<file path="src/rtl/gpu_tile_pkg.sv">
// Shared types and constants for the GPU tile scanout slice.
package gpu_tile_pkg;

  localparam int unsigned TILES_PER_WORD = 4;
  localparam int unsigned TILE_ID_W      = 8;
  localparam int unsigned FIELD_W        = 8;

  typedef enum logic [1:0] {IDLE, SCAN, DRAIN} state_t;

  typedef struct packed {
    logic [TILE_ID_W-1:0] id;
    logic [FIELD_W-1:0]   col;
    logic [FIELD_W-1:0]   row;
    logic [FIELD_W-1:0]   line;
    logic                 last;
  } tile_entry_t;

  function automatic int unsigned clog2_min1(input int unsigned v);
    return (v <= 1) ? 1 : $clog2(v);
  endfunction

endpackage

</file>
<file path="src/rtl/gpu_tile_wordbuf.sv">
// Two-entry map-word FIFO; the head word is presented one tile byte at a time.
module gpu_tile_wordbuf
  import gpu_tile_pkg::*;
#(
  parameter int unsigned DATA_W = 32
) (
  input  logic                 i_clk,
  input  logic                 i_rst_n,
  input  logic                 i_flush,
  input  logic                 i_push,
  input  logic [DATA_W-1:0]    i_push_data,
  input  logic                 i_pop_byte,
  output logic [TILE_ID_W-1:0] o_head_byte,
  output logic [1:0]           o_count
);

  logic [DATA_W-1:0] r_mem [2];
  logic              r_wr_ptr;
  logic              r_rd_ptr;
  logic [1:0]        r_count;
  logic [1:0]        r_idx;
  logic              w_pop_b;
  logic              w_pop_word;
  logic              w_push;
  logic [DATA_W-1:0] w_head;

  assign w_pop_b    = i_pop_byte && (r_count != 2'd0);
  assign w_pop_word = w_pop_b && (r_idx == 2'(TILES_PER_WORD - 1));
  assign w_push     = i_push && ((r_count != 2'd2) || w_pop_word);

  always_ff @(posedge i_clk) begin
    if (!i_rst_n) begin
      r_mem[0] <= '0;
      r_mem[1] <= '0;
      r_wr_ptr <= 1'b0;
      r_rd_ptr <= 1'b0;
      r_count  <= '0;
      r_idx    <= '0;
    end else if (i_flush) begin
      r_wr_ptr <= 1'b0;
      r_rd_ptr <= 1'b0;
      r_count  <= '0;
      r_idx    <= '0;
    end else begin
      if (w_push) begin
        r_mem[r_wr_ptr] <= i_push_data;
        r_wr_ptr        <= ~r_wr_ptr;
      end
      if (w_pop_b) r_idx <= r_idx + 2'd1;
      if (w_pop_word) r_rd_ptr <= ~r_rd_ptr;
      case ({w_push, w_pop_word})
        2'b10:   r_count <= r_count + 2'd1;
        2'b01:   r_count <= r_count - 2'd1;
        default: r_count <= r_count;
      endcase
    end
  end

  assign w_head      = r_mem[r_rd_ptr];
  assign o_head_byte = w_head[{r_idx, 3'b000} +: TILE_ID_W];
  assign o_count     = r_count;

endmodule

</file>
<file path="src/rtl/gpu_tile_scanout.sv">
// Walks the block map line-major per row, re-reading each map row for every
// pixel line, and streams tile IDs with coordinates over valid/ready.
module gpu_tile_scanout
  import gpu_tile_pkg::*;
#(
  parameter int unsigned MAP_COLS = 16,
  parameter int unsigned MAP_ROWS = 12,
  parameter int unsigned TILE_PX  = 16,
  parameter int unsigned ADDR_W   = 10,
  parameter int unsigned DATA_W   = 32
) (
  input  logic                        ACLK,
  input  logic                        ARESETN,
  input  logic                        frame_start,
  output logic                        ram_rd_en,
  output logic [ADDR_W-1:0]           ram_rd_addr,
  input  logic [DATA_W-1:0]           ram_rd_data,
  output logic                        tile_valid,
  input  logic                        tile_ready,
  output logic [7:0]                  tile_id,
  output logic [$clog2(MAP_COLS)-1:0] tile_col,
  output logic [$clog2(MAP_ROWS)-1:0] tile_row,
  output logic [$clog2(TILE_PX)-1:0]  tile_line,
  output logic                        tile_last,
  output logic                        busy
);

  localparam int unsigned COL_W  = $clog2(MAP_COLS);
  localparam int unsigned ROW_W  = $clog2(MAP_ROWS);
  localparam int unsigned LINE_W = $clog2(TILE_PX);
  localparam int unsigned WPR    = MAP_COLS / TILES_PER_WORD;
  localparam int unsigned CW_W   = clog2_min1(WPR);

  state_t              r_state;
  state_t              w_state_nxt;
  logic [CW_W-1:0]     r_rd_cw;
  logic [LINE_W-1:0]   r_rd_line;
  logic [ROW_W-1:0]    r_rd_row;
  logic [COL_W-1:0]    r_col;
  logic [LINE_W-1:0]   r_line;
  logic [ROW_W-1:0]    r_row;
  logic                r_inflight;
  logic [1:0]          w_count;
  logic [TILE_ID_W-1:0] w_head_byte;
  logic                w_rd_en;
  logic                w_hs;
  logic                w_valid;
  logic                w_rd_last;
  logic                w_out_last;
  tile_entry_t         w_entry;

  assign w_rd_last  = (r_rd_row == ROW_W'(MAP_ROWS - 1)) && (r_rd_line == LINE_W'(TILE_PX - 1))
                   && (r_rd_cw == CW_W'(WPR - 1));
  assign w_out_last = (r_row == ROW_W'(MAP_ROWS - 1)) && (r_line == LINE_W'(TILE_PX - 1))
                   && (r_col == COL_W'(MAP_COLS - 1));
  assign w_valid    = (w_count != 2'd0);
  // A restart flushes the buffer, so no handshake may complete in that cycle.
  assign w_hs       = w_valid && tile_ready && !frame_start;

  gpu_tile_wordbuf #(
    .DATA_W (DATA_W)
  ) u_wordbuf (
    .i_clk       (ACLK),
    .i_rst_n     (ARESETN),
    .i_flush     (frame_start),
    .i_push      (r_inflight),
    .i_push_data (ram_rd_data),
    .i_pop_byte  (w_hs),
    .o_head_byte (w_head_byte),
    .o_count     (w_count)
  );

  always_ff @(posedge ACLK) begin
    if (!ARESETN) r_state <= IDLE;
    else          r_state <= w_state_nxt;
  end

  always_comb begin
    w_state_nxt = r_state;
    w_rd_en     = 1'b0;
    if (frame_start) begin
      w_state_nxt = SCAN;
    end else begin
      case (r_state)
        SCAN: begin
          // Issue only if the slot is guaranteed free when the data lands.
          if ((2'd2 - w_count) > {1'b0, r_inflight}) begin
            w_rd_en = 1'b1;
            if (w_rd_last) w_state_nxt = DRAIN;
          end
        end
        DRAIN:   if (w_hs && w_out_last) w_state_nxt = IDLE;
        default: w_state_nxt = r_state;
      endcase
    end
  end

  always_ff @(posedge ACLK) begin
    if (!ARESETN || frame_start) begin
      r_inflight <= 1'b0;
      r_rd_cw    <= '0;
      r_rd_line  <= '0;
      r_rd_row   <= '0;
      r_col      <= '0;
      r_line     <= '0;
      r_row      <= '0;
    end else begin
      r_inflight <= w_rd_en;
      if (w_rd_en) begin
        if (r_rd_cw == CW_W'(WPR - 1)) begin
          r_rd_cw <= '0;
          if (r_rd_line == LINE_W'(TILE_PX - 1)) begin
            r_rd_line <= '0;
            r_rd_row  <= (r_rd_row == ROW_W'(MAP_ROWS - 1)) ? '0 : r_rd_row + 1'b1;
          end else begin
            r_rd_line <= r_rd_line + 1'b1;
          end
        end else begin
          r_rd_cw <= r_rd_cw + 1'b1;
        end
      end
      if (w_hs) begin
        if (r_col == COL_W'(MAP_COLS - 1)) begin
          r_col <= '0;
          if (r_line == LINE_W'(TILE_PX - 1)) begin
            r_line <= '0;
            r_row  <= (r_row == ROW_W'(MAP_ROWS - 1)) ? '0 : r_row + 1'b1;
          end else begin
            r_line <= r_line + 1'b1;
          end
        end else begin
          r_col <= r_col + 1'b1;
        end
      end
    end
  end

  always_comb begin
    w_entry                  = '0;
    w_entry.id               = w_head_byte;
    w_entry.col[COL_W-1:0]   = r_col;
    w_entry.row[ROW_W-1:0]   = r_row;
    w_entry.line[LINE_W-1:0] = r_line;
    w_entry.last             = w_valid && w_out_last;
  end

  assign ram_rd_en   = w_rd_en;
  assign ram_rd_addr = ADDR_W'(r_rd_row) * ADDR_W'(WPR) + ADDR_W'(r_rd_cw);
  assign tile_valid  = w_valid;
  assign tile_id     = w_entry.id;
  assign tile_col    = w_entry.col[COL_W-1:0];
  assign tile_row    = w_entry.row[ROW_W-1:0];
  assign tile_line   = w_entry.line[LINE_W-1:0];
  assign tile_last   = w_entry.last;
  assign busy        = (r_state != IDLE);

endmodule

</file>
<file path="config.mk">
export PLATFORM = sky130hd
export DESIGN_NAME = gpu_tile_scanout
export DESIGN_NICKNAME = d
export VERILOG_FILES = /design/src/rtl/gpu_tile_pkg.sv /design/src/rtl/gpu_tile_wordbuf.sv /design/src/rtl/gpu_tile_scanout.sv
export SDC_FILE = /design/constraint.sdc
export NUM_CORES = 1
export LEC_CHECK = 0
export ABC_AREA = 1
export BUFFER_PORTS_ARGS = -buffer_cell sky130_fd_sc_hd__buf_4
export CAP_MARGIN = 30
export CELL_PAD_IN_SITES_DETAIL_PLACEMENT = 1
export CELL_PAD_IN_SITES_GLOBAL_PLACEMENT = 2
export CORE_ASPECT_RATIO = 1.25
export CORE_MARGIN = 2
export CORE_UTILIZATION = 37
export DETAILED_ROUTE_END_ITERATION = 12
export GPL_TIMING_DRIVEN = 0
export MAX_ROUTING_LAYER = met4
export PLACE_DENSITY = 0.91
export SYNTH_ARGS = -nofsm -noshare
export SYNTH_HDL_FRONTEND = slang
export SYNTH_SLANG_ARGS = --single-unit
export TNS_END_PERCENT = 10
</file>
<file path="constraint.sdc">
create_clock -name ACLK -period 4.4 [get_ports ACLK]
set_input_delay 0.66 -clock ACLK [delete_from_list [all_inputs] [get_ports ACLK]]
set_output_delay 0.66 -clock ACLK [all_outputs]
set_load 0.02 [all_outputs]
</file>
Yosys cells after proc, flatten, opt, wreduce, memory -nomap -nowiden

Memories as Yosys holds them, arrays and structs flattened. A register that Yosys moved wholly into a read port is not among the register bits.
Cells that the tools add are included.

Multiplexer cells: 25
$mul: 0
Shifts and indexed selects: 1
Eq/ne operators: 18
Add/sub/neg operators: 11
Bitwise operators: 3
Divide/modulo/power cells: 0
Reductions and logical operators: 28
Order comparisons: 1

Operator list:

| operator                                       | count |
|---|---|
| two-way mux 32 bit                             | 1 |
| OR reduction 32 bit                            | 1 |
| variable part select 32 x 6 -> 8 bit           | 1 |
| adder 4 x 1 -> 4 bit (second input constant)   | 5 |
| == test 4 bit (second input constant)          | 5 |
| two-way mux 4 bit                              | 5 |
| two-way mux 1 bit                              | 13 |
| logical AND 1 bit                              | 11 |
| != test 3 bit (second input constant)          | 3 |
| == test 2 bit (second input constant)          | 4 |
| two-way mux 2 bit                              | 4 |
| != test 2 bit (second input constant)          | 4 |
| case mux 2 bit (2 select lines)                | 2 |
| AND reduction 4 bit                            | 2 |
| nonzero test 2 bit                             | 4 |
| adder 6 x 2 -> 7 bit                           | 1 |
| adder 2 x 1 -> 2 bit (second input constant)   | 3 |
| AND reduction 3 bit                            | 2 |
| == test 2 x 1 -> 1 bit (second input constant) | 2 |
| AND reduction 2 bit                            | 2 |
| NOT 1 bit                                      | 3 |
| nonzero test 3 bit                             | 1 |
| > comparator 2 x 1 -> 1 bit                    | 1 |
| logical NOT 1 bit                              | 2 |
| 4 further kinds                                | 5 |

Bits in registers: 31
Output and inout bits: 34
Bits in writable memories: 64
Latch bits: 0
Memories: 1
Bits in read-only memories: 0
Word-level logic and storage cells: 101

Memory list:

| name            | depth | width | rd ports | clocked after Yosys merged registers in | write ports | line                   | RTL |
|---|---|---|---|---|---|---|---|
| u_wordbuf.r_mem | 2     | 32    | 1        | 1                                       | 2           | gpu_tile_wordbuf.sv:17 | `logic [DATA_W-1:0] r_mem [2];` |

Longest topological paths before layout

Word-level depth: 13
Depth in mapped cells: 11

Cells and area by module

From an unflattened synthesis, not the netlist that was laid out.

Cell total of the unflattened synthesis: 544
Area, all modules: 4,720.8 um^2

By module, submodules not included:

| module           | sequential area each (um^2) | instances | area an instance (um^2) | cells each |
|---|---|---|---|---|
| gpu_tile_wordbuf | 2,062.0                     | 1         | 3,353.2                 | 348 |
| gpu_tile_scanout | 500.5                       | 1         | 1,367.6                 | 196 |

Least setup slack after synthesis

OpenSTA, ideal clock, no wires.

Kind: register to register
From: reg u_wordbuf.r_count[0], in the netlist u_wordbuf.o_count[0]
To: mem u_wordbuf.r_mem[1][0] (enable)
Period minus slack after synthesis: 2.479 ns
Arrival: 2.090 ns
Slack: 1.921 ns
Stages on the path, launching flop included: 9
Path buffers: 1
Cell sequence: dfxtp_1 > inv_1 > ha_1 > inv_2 > nand4_4 > a21oi_4 > nand3_4 > buf_6 > nand2_1

RTL lines:

| what                     | line                   | RTL |
|---|---|---|
| start: declaration       | gpu_tile_wordbuf.sv:20 | `logic [1:0] r_count;` |
| start signal: assignment | gpu_tile_wordbuf.sv:52 | `2'b10: r_count <= r_count + 2'd1;` |
| start signal: assignment | gpu_tile_wordbuf.sv:53 | `2'b01: r_count <= r_count - 2'd1;` |
| start signal: assignment | gpu_tile_wordbuf.sv:54 | `default: r_count <= r_count;` |
| end: declaration         | gpu_tile_wordbuf.sv:17 |  |

Worst setup path after layout

From: reg u_wordbuf.r_idx[0]
To: out tile_id[1]

Longest elaborated chain between the ends: 1

Ends and longest elaborated chain:

| what                                 | line                   | RTL |
|---|---|---|
| start: declaration                   | gpu_tile_wordbuf.sv:21 | `logic [1:0] r_idx;` |
| start signal: assignment             | gpu_tile_wordbuf.sv:49 | `if (w_pop_b) r_idx <= r_idx + 2'd1;` |
| variable part select 32 x 6 -> 8 bit | gpu_tile_wordbuf.sv:60 | `assign o_head_byte = w_head[{r_idx, 3'b000} +: TILE_ID_W];` |
| end: declaration                     | gpu_tile_scanout.sv:20 | `output logic [7:0] tile_id,` |

No other way between the ends.

==> results.toml <==
[synth]
synthMuxAreaShare = 0
ys_top_cells_by_count = "nor2_1 (116), nand2_1 (77), edfxtp_1 (64)"
async_flop_share = 0
yosysTopAreaCell = "edfxtp_1"
ys_ff_latch = 96
ys_types = 37
yosys.area_share.simple = 0.2275
synth_edf_count = 64
syn_avg_cell_area_um2 = 8.973
yosysSeqAreaShare = 0.5567
yosysMostFrequentCell = "nor2_1"
ys_warn_count = 0
synthXorXnorAreaFrac = 0.005708
synthesis.area_mm2 = 0.004603
synthFlopType = "edfxtp_1"
synth_top_family_by_area = "simple AND/OR/NAND/NOR gates"
synthAdderAreaFrac = 0.02718
synth_top_cell_area_share = 0.4175
synth_compound_area_frac = 0.09976
synth.top_cells.by_area = "edfxtp_1 (42%), dfxtp_1 (14%), nor2_1 (9.5%)"
syn_inst = 513

[global_routing]
track_usage = 0.1992
grt_overflow = 0
antenna_found_initial = 0
grt_pass1_wl_mm = 19.98
grt_pass1_vias = 4048
grt_max_degree = 33

[detailed_routing]
drc = 0
wl_met1_mm = 4.995
dr.pass1.iters = 4
vias = 3750
drt-total-wl_mm = 12.19
wl_met2_mm = 6.548
vias_per_cell = 4.921
wl_per_cell_um = 16.00
route.met3.wl_um = 494
drt_iter0_markers = 111
ant_nets = 0
top_layer_used = "met4"

[cts]
clock-root-buffer = "clkbuf_16"
cts.repair.resized = 0
clk_pin_slew_worst_paths_ps = 70
cts_htree_levels = 3
clock_latency_ps = 340
cts_buffers = 9
cts_setup_buffers = 0
cts.hold.buffers_added = 0
cts_tree = "built"
ctsLongestPathBuffers = 2
clkSinkCount = 96

[critical_path]
required_ps = 3740
critPathMaxFanout = 10
worst-setup-path-type = "reg2out"
critPathLaunchType = "register"
crit_path_end = "tile_id[1]"
ff2ff_path_depth = 7
r2r_end = "u_wordbuf.r_mem[0][9]$_SDFFCE_PN0P_"
rr_startpoint = "u_wordbuf.r_idx[0]$_SDFFE_PP0P_"
crit_arrival_ps = 2300
endpoint_kind = "primary output"
r2r_slack_ps = 1760
startpoint = "u_wordbuf.r_idx[0]$_SDFFE_PP0P_"

[timing]
period_needed_ps = 2959
setup_tns_ps = 0
drv_slew = 0
hold_violations = 0
worstMarginPinSlew_ps = 824.7
setup_violations = 0
finalClockSkew_ps = 4.459
max_freq_mhz = 338.0
rsz0062_at_grt = "no"
post-route-period-util = 0.6725
maxSlewHeadroom = 0.4483

[floorplan]
die_h_um = 128.7
initial_utilization = 0.3785
die_area_mm2 = 0.01336
rows = 45
core_area_mm2 = 0.01216
ios = 70
die_w_um = 103.8

[status]
status = "finished clean"

[hold_path]
worstHoldStart = "tile_line[1]$_SDFFE_PP0P_"
hold_path_class = "reg2reg"

[pwr]
power_density_mw_per_mm2 = 328.3
leakagePower_nw = 2.425
ir_drop_mv = 0.1686

[cells_and_area]
diodes = 0
final_nets = 639
fin_area_mm2 = 0.005610
drive_above_1_share = 0.2007
syn_to_final_growth_pct = 21.88

[placed_design]
hpwlAfterDp_mm = 8.474
io_buffers = 65
gp_congestion = 0.8067
place_area_mm2 = 0.005338

[flow_run]
cap_violations = 0
[metrics by stage]
stage          setup slack [ps]  hold WS [ps]  instances    util  power, mW
6_report                   1441         487.4        762  0.4613      1.842
5_1_grt                    1290         529.2        762  0.4613      1.912
4_1_cts                    1436         494.9        762  0.4613      1.864
3_5_place_dp               1617         484.7        746  0.4389      1.131
3_3_place_gp               1256         471.7        745  0.4364      1.124
2_1_floorplan              1921         453.7        516       -      1.071
[worst min-delay path by stage]
stage	to	slack (ps)	cells past startpoint
floorplan	r_rd_line[0]$_SDFFE_PP0P_	450	2
global placement	r_rd_line[0]$_SDFFE_PP0P_	470	2
detailed placement	r_rd_line[0]$_SDFFE_PP0P_	480	2
CTS	r_rd_line[0]$_SDFFE_PP0P_	490	2
global route	r_rd_row[1]$_SDFFE_PP0P_	530	2
finish	tile_line[1]$_SDFFE_PP0P_	490	2
[sequential cells by signal, indices dropped and copies added, names as in the netlist, 2 cells and up, named ones only]
name,count
u_wordbuf.r_mem,64
tile_col,4
tile_line,4
tile_row,4
r_state,2
u_wordbuf.o_count,2
r_rd_line,4
r_rd_cw,2
u_wordbuf.r_idx,2
r_rd_row,4
[worst max-delay path, cell delays in order, from the launching register on]
cell and delay, ps:
dfxtp_1 450, inv_1 280, buf_1 440, o21ai_0 180
o22ai_1 240, nand2_1 100, nand2_1 110, buf_4 150
[where the power goes]
part,switching (mW),internal (mW)
sequential,0.00804,0.984
clock,0.346,0.386
combinational,0.0710,0.0468
[routing by layer]
layer,up-vias,GRT usage
met5,-,-
li1,1830,-
met4,0,0.06280
met3,13,0.04053
met1,1836,0.2125
met2,71,0.3720
[layout make-up]
cell class / instances / area (µm²)
buffer: 21 / 141.4
clock buffer: 10 / 229.0
clock inverter: 6 / 43.79
fill: 1467 / 6551
inverter: 62 / 237.7
multi-input combinational: 337 / 1675
sequential: 96 / 2562
tap: 164 / 205.2
timing repair buffer: 66 / 515.5
[logic make-up (layout without fill, tap and decap cells)]
| family | Yosys count | in the layout |
|---|---|---|
| and+or+nand+nor | 236 | 236 |
| DFF | 96 | 96 |
| AOI/OAI and AO/OA | 84 | 84 |
| buffers and inverters | 83 | 165 |
| adders and majority gates | 10 | 10 |
| xor gates and xnor gates | 3 | 3 |
| other | 1 | 4 |
[cells in the final DEF, fill, tap and decap left out, types with 3 or more instances in the layout]
| cell type | count |
|---|---|
| nor2_1 | 116 |
| xor2_1 | 3 |
| a21oi_1 | 21 |
| buf_4 | 69 |
| o22ai_1 | 16 |
| nand3_1 | 12 |
| o21ai_0 | 44 |
| buf_6 | 6 |
| clkbuf_16 | 9 |
| clkinvlp_4 | 3 |
| inv_6 | 3 |
| clkbuf_1 | 8 |
| dfxtp_1 | 32 |
| edfxtp_1 | 64 |
| inv_2 | 4 |
| nor2_2 | 10 |
| conb_1 | 4 |
| inv_1 | 56 |
| nor2_4 | 4 |
| nand2_1 | 76 |
| ha_1 | 10 |
| nand4_1 | 3 |
Power figures use the tool's default switching activity.
